===== config.mk =====
export PLATFORM = sky130hd
export DESIGN_NAME = led_seq_ctrl
export DESIGN_NICKNAME = d
export VERILOG_FILES = /design/src/rtl/led_seq_ctrl.sv
export SDC_FILE = /design/constraint.sdc
export NUM_CORES = 1
export LEC_CHECK = 0
export ABC_AREA = 1
export CORE_MARGIN = 4
export CORE_UTILIZATION = 25
export DETAILED_ROUTE_END_ITERATION = 8
export PLACE_DENSITY = 0.46
export SYNTH_ARGS = -nofsm -noshare
export SYNTH_HDL_FRONTEND = slang
export SYNTH_SLANG_ARGS = --single-unit

===== constraint.sdc =====
create_clock -name clk -period 1.7 [get_ports clk]
set_input_delay 0.17 -clock clk [delete_from_list [all_inputs] [get_ports clk]]
set_output_delay 0.17 -clock clk [all_outputs]
set_load 0.1 [all_outputs]

===== src/rtl/led_seq_ctrl.sv =====
// led_seq_ctrl: sequencer for the 8-LED display path.
// A prescaler turns clk into step ticks. Each tick advances a pattern register
// in one of four display modes: rotate left, rotate right, bounce, or blink.
// Mode commands arrive over a valid/ready handshake. Each command carries an
// auto-advance flag that makes the block step through the modes on its own.
// Optional feature macro: LED_SEQ_PWM_EN. When it is defined, the block gets a
// bright input and a free-running PWM counter that gates the LED drive.
module led_seq_ctrl #(
  parameter int CLK_DIV        = 22,
  parameter int STEPS_PER_MODE = 16,
  parameter int PWM_BITS       = 4
) (
  input  logic                clk,
  input  logic                rst_n,
  input  logic                cmd_valid,
  output logic                cmd_ready,
  input  logic [1:0]          cmd_mode,
  input  logic                cmd_auto,
  input  logic                pause,
`ifdef LED_SEQ_PWM_EN
  input  logic [PWM_BITS-1:0] bright,
`endif
  output logic [7:0]          leds,
  output logic [1:0]          mode,
  output logic                tick
);

  localparam int STEP_W = (STEPS_PER_MODE > 1) ? $clog2(STEPS_PER_MODE) : 1;
  localparam logic [STEP_W-1:0]  STEP_LAST = STEP_W'(STEPS_PER_MODE - 1);
  localparam logic [STEP_W-1:0]  STEP_ONE  = STEP_W'(1);
  localparam logic [CLK_DIV-1:0] PRESC_ONE = CLK_DIV'(1);
  localparam logic [CLK_DIV-1:0] PRESC_TOP = {CLK_DIV{1'b1}};

  localparam logic [1:0] MODE_ROT_L  = 2'd0;
  localparam logic [1:0] MODE_ROT_R  = 2'd1;
  localparam logic [1:0] MODE_BOUNCE = 2'd2;
  localparam logic [1:0] MODE_BLINK  = 2'd3;

  // Direction flag used by bounce mode: 0 = moving left, 1 = moving right.
  localparam logic DIR_LEFT  = 1'b0;
  localparam logic DIR_RIGHT = 1'b1;

  typedef enum logic [1:0] {
    ST_RUN    = 2'd0,
    ST_PAUSED = 2'd1,
    ST_LOAD   = 2'd2
  } state_t;

  state_t             state_r;
  state_t             state_nxt_s;
  logic [CLK_DIV-1:0] presc_r;
  logic [STEP_W-1:0]  step_r;
  logic [7:0]         pattern_r;
  logic               dir_r;
  logic [1:0]         mode_r;
  logic               auto_r;

  logic               tick_s;
  logic               accept_s;
  logic               auto_adv_s;
  logic [8:0]         next_s;

  // Pattern loaded on entry to a mode.
  function automatic logic [7:0] seed_of(input logic [1:0] m);
    logic [7:0] s;
    case (m)
      MODE_ROT_L:  s = 8'h01;
      MODE_ROT_R:  s = 8'h80;
      MODE_BOUNCE: s = 8'h01;
      MODE_BLINK:  s = 8'hFF;
      default:     s = 8'h01;
    endcase
    return s;
  endfunction

  // One step of the display pattern. The result is {dir, pattern}.
  function automatic logic [8:0] step_pattern(input logic [1:0] m,
                                              input logic [7:0] p,
                                              input logic       d);
    logic [8:0] r;
    case (m)
      MODE_ROT_L:  r = {d, p[6:0], p[7]};
      MODE_ROT_R:  r = {d, p[0], p[7:1]};
      MODE_BLINK:  r = {d, ~p};
      MODE_BOUNCE: begin
        if (d == DIR_LEFT) begin
          if (p == 8'h80) begin
            r = {DIR_RIGHT, 8'h40};
          end else begin
            r = {DIR_LEFT, p[6:0], 1'b0};
          end
        end else begin
          if (p == 8'h01) begin
            r = {DIR_LEFT, 8'h02};
          end else begin
            r = {DIR_RIGHT, 1'b0, p[7:1]};
          end
        end
      end
      default:     r = {d, p};
    endcase
    return r;
  endfunction

  // Decode the tick, command-transfer and auto-advance conditions.
  always_comb begin
    tick_s     = (presc_r == PRESC_TOP) && (state_r == ST_RUN);
    accept_s   = cmd_valid && (state_r != ST_LOAD);
    auto_adv_s = tick_s && auto_r && (step_r == STEP_LAST);
    next_s     = step_pattern(mode_r, pattern_r, dir_r);
  end

  // FSM state register.
  always_ff @(posedge clk or negedge rst_n) begin
    if (!rst_n) begin
      state_r <= ST_RUN;
    end else begin
      state_r <= state_nxt_s;
    end
  end

  // FSM next state. A command wins over pause and over auto-advance.
  always_comb begin
    state_nxt_s = state_r;
    case (state_r)
      ST_RUN: begin
        if (accept_s) begin
          state_nxt_s = ST_LOAD;
        end else if (pause) begin
          state_nxt_s = ST_PAUSED;
        end else if (auto_adv_s) begin
          state_nxt_s = ST_LOAD;
        end else begin
          state_nxt_s = ST_RUN;
        end
      end
      ST_PAUSED: begin
        if (accept_s) begin
          state_nxt_s = ST_LOAD;
        end else if (!pause) begin
          state_nxt_s = ST_RUN;
        end else begin
          state_nxt_s = ST_PAUSED;
        end
      end
      ST_LOAD: begin
        if (pause) begin
          state_nxt_s = ST_PAUSED;
        end else begin
          state_nxt_s = ST_RUN;
        end
      end
      default: state_nxt_s = ST_RUN;
    endcase
  end

  // Sequencing datapath: prescaler, step counter, pattern, mode and auto flag.
  // The prescaler holds on the edge that enters PAUSED. A tick that is lost
  // on that edge therefore fires again as soon as the block resumes.
  always_ff @(posedge clk or negedge rst_n) begin
    if (!rst_n) begin
      presc_r   <= '0;
      step_r    <= '0;
      pattern_r <= 8'h01;
      dir_r     <= DIR_LEFT;
      mode_r    <= MODE_ROT_L;
      auto_r    <= 1'b0;
    end else begin
      case (state_r)
        ST_RUN: begin
          if (accept_s) begin
            mode_r <= cmd_mode;
            auto_r <= cmd_auto;
          end else if (pause) begin
            presc_r <= presc_r;
          end else begin
            presc_r <= presc_r + PRESC_ONE;
            if (auto_adv_s) begin
              mode_r <= mode_r + 2'd1;
            end else if (tick_s) begin
              dir_r     <= next_s[8];
              pattern_r <= next_s[7:0];
              if (auto_r) begin
                step_r <= step_r + STEP_ONE;
              end else begin
                step_r <= step_r;
              end
            end else begin
              pattern_r <= pattern_r;
            end
          end
        end
        ST_PAUSED: begin
          if (accept_s) begin
            mode_r <= cmd_mode;
            auto_r <= cmd_auto;
          end else begin
            mode_r <= mode_r;
          end
        end
        ST_LOAD: begin
          pattern_r <= seed_of(mode_r);
          dir_r     <= DIR_LEFT;
          presc_r   <= '0;
          step_r    <= '0;
        end
        default: begin
          pattern_r <= 8'h01;
          dir_r     <= DIR_LEFT;
          presc_r   <= '0;
          step_r    <= '0;
        end
      endcase
    end
  end

`ifdef LED_SEQ_PWM_EN
  logic [PWM_BITS-1:0] pwm_r;
  logic                pwm_on_s;

  // Free-running brightness counter. It runs in every FSM state.
  always_ff @(posedge clk or negedge rst_n) begin
    if (!rst_n) begin
      pwm_r <= '0;
    end else begin
      pwm_r <= pwm_r + PWM_BITS'(1);
    end
  end

  // The LEDs are lit while the counter is below the requested duty value.
  always_comb begin
    pwm_on_s = (pwm_r < bright);
  end
`endif

  // Output decode from the state and pattern registers.
  always_comb begin
    cmd_ready = (state_r != ST_LOAD);
    tick      = tick_s;
    mode      = mode_r;
`ifdef LED_SEQ_PWM_EN
    leds      = pattern_r & {8{pwm_on_s}};
`else
    leds      = pattern_r;
`endif
  end

endmodule

==> impl_metrics.env <==
export IMPL_wire_per_inst_um=12.8
export IMPL_max_stage_delay_ps=400
export IMPL_startpoint_type="flop"
export IMPL_finalSetupViolCount=0
export IMPL_cp_cell_sequence="nand2_2, nor2_4, nand2_2, nor2_4, nand2_2, nor2_4, buf_12"
export IMPL_overflow=0
export IMPL_pin_count=19
export IMPL_setup_worst_path_class="flop to primary output"
export IMPL_outcome="finished, final reports clean"
export IMPL_die_area_um2=12700
export IMPL_hold_viol=0
export IMPL_clockRootBuffer="clkbuf_8"
export IMPL_r2r_start="presc_r[1]"
export IMPL_finalCritPeriodShare=0.985
export IMPL_fin_nets=485
export IMPL_die_x_um=112
export IMPL_cts_clk_slew_worst_paths_ps=80
export IMPL_clock_skew_final_ps=10.0
export IMPL_r2r_cells=9
export IMPL_rsz0062_at_grt="yes"
export IMPL_wl_mm=7.76
export IMPL_period_needed_ps=1670
export IMPL_syn_cell_area_um2=2730
export IMPL_syn_to_final_growth_pct=40.1
export IMPL_crit_path_end="tick"
export IMPL_antenna_cells=0
export IMPL_n_fill_cell=1164
export IMPL_synth_cell_types=33
export IMPL_row_count=37
export IMPL_h_tree_depth=2
export IMPL_worst_slew_pin_slew_ps=718
export IMPL_die_h_um=112
export IMPL_reg2reg_to="presc_r[14]"
export IMPL_place_congestion=0.865
export IMPL_antenna_found_initial=0
export IMPL_first_pass_iters=4
export IMPL_initial_core_util=0.261
export IMPL_syn_nets=413
export IMPL_track_usage=0.125
export IMPL_hold_class="input port to async pin"
export IMPL_syn_inst=399
export IMPL_maxCapViolCount=0
export IMPL_placed_cells=577
export IMPL_tritoncts="built"
export IMPL_cp_slowest_cell="dfrtp_1"
export IMPL_drive_above_1_share=0.284
export IMPL_crit_path_end_kind="primary output"
export IMPL_dpl_hpwl_mm=5.78
export IMPL_cts_buffers=5
export IMPL_drc=0
export IMPL_cts_sinks=40
export IMPL_routed_via_density=4.62
export IMPL_required_ps=1530
export IMPL_cp_max_fo=3
export IMPL_mostFrequentLayoutCells="nand2_1, buf_4, inv_1"
export IMPL_drt_iter0_drc=81
export IMPL_ant_nets=0
export IMPL_clock_path_buffers=2
export IMPL_core_area_um2=10500
export IMPL_setup_tns_ps=0
export IMPL_slew_violations=0
export IMPL_r2r_setup_slack_ps=100
export IMPL_power_density_nw_per_um2=911
export IMPL_final_cells=608
export IMPL_yosysSeqAreaShare=0.367
export IMPL_final_common_cell="nand2_1"
export IMPL_p_leak_nw=1.73
export IMPL_relSlewSlack=0.521
export IMPL_vias=2811
export IMPL_grt_pass1_vias=2726
export IMPL_clk_insertion_delay_late_ps=300
export IMPL_startpoint="presc_r[19]"
export IMPL_grt_start_max_net_pins=29
export IMPL_synth_avg_cell_area_um2=6.84
export IMPL_timing_fmax_mhz=597
export IMPL_grt_pass1_wl_mm=13.2
export IMPL_synth_warnings=0
export IMPL_finalPower_mw=3.48
export IMPL_io_buffers=18
export IMPL_arrival_ps=1500
export IMPL_synth_seq_cells=40
export IMPL_vdd_drop_max_v=0.000368
## report_power, final
part	switching, mW	total (mW)	leakage, nW	internal, mW
clock	0.348	0.637	0.0422	0.289
sequential	0.185	1.26	0.526	1.07
combinational	1.02	1.59	1.16	0.564
## cell families after synthesis
family          Yosys count  synth area share
simple gates            255             0.423
flops                    40             0.367
mux                       2           0.00825
xor+xnor                  3           0.00963
buf+inv                  50            0.0724
compound gates           42            0.0876
fa+ha+maj                 7            0.0321
## critical path, delay by kind of cell (launching register included)
kind	cells	cell delay [ps]
buffers and inverters	1	180
DFF	1	400
and+or+nand+nor	6	630
## how the worst min path moves through the flow
stage | slack, ps | start | depth (start not counted) | endpoint
after floorplan | -130 | rst_n | 0 | auto_r
after global placement | 280 | rst_n | 1 | presc_r[8]
after detailed placement | 280 | rst_n | 1 | presc_r[8]
after CTS | 480 | cmd_auto | 2 | auto_r
after global routing | 490 | cmd_auto | 2 | auto_r
final | 470 | rst_n | 2 | presc_r[8]
## registers in the layout, summed over array words and instances (netlist names)
name / flops
state_r: 2
presc_r: 22
auto_r: 1
dir_r: 1
mode: 2
leds: 8
step_r: 4
## per-layer routing
layer	GRT usage	vias up	share of wire
li1	-	1441	-
met2	0.211	37	0.47
met1	0.168	1326	0.49
met4	0.0313	0	0.012
met3	0.0167	7	0.024
met5	0	-	0
## Yosys cell counts, drive strengths merged
cell type / instances / area, um2
clkbuf: 1 / 3.75
mux2: 2 / 22.5
buf: 4 / 25.0
or2: 2 / 12.5
o22ai: 2 / 12.5
nand2: 139 / 539
a31oi: 1 / 6.26
nand3: 30 / 155
o31ai: 3 / 22.5
o211ai: 1 / 7.51
o21ai: 17 / 88.8
dfstp: 1 / 26.3
nor2: 47 / 225
dfrtp: 39 / 976
nand4: 15 / 109
ha: 7 / 87.6
xor2: 3 / 26.3
inv: 45 / 169
nor3: 21 / 105
nor3b: 1 / 7.51
a21oi: 18 / 101
## layout make-up
| type | count | area (um2) | share of cell area |
|---|---|---|---|
| Sequential cell | 40 | 1020 | 0.267 |
| Inverter | 45 | 171 | 0.0448 |
| Timing Repair Buffer | 69 | 693 | 0.181 |
| Multi-Input combinational cell | 310 | 1690 | 0.441 |
| Clock buffer | 7 | 76.3 | 0.0200 |
| Tap cell | 136 | 170 | 0.0445 |
| Clock inverter | 1 | 5.00 | 0.00131 |
## through the flow
step           cell area (um2)  hold WS, ps  setup WS, ps  utilization
6_report                  3820          469          25.8        0.365
5_1_grt                   3820          493         -44.7        0.365
4_1_cts                   3630          479         -29.0        0.347
3_5_place_dp              3420          282         -17.1        0.327
3_3_place_gp              3420          276          1.35        0.327
2_1_floorplan             2750         -126          41.6            -
## what timing repair did
item	in CTS	in global routing
pin swaps	5	16
setup buffers	11	10
gates resized for setup	10	30
gates cloned	0	1
endpoints found under the hold margin	26	0
endpoints found under the setup margin	2	23
hold buffers	1	0
(Power assumes the default switching activity.)
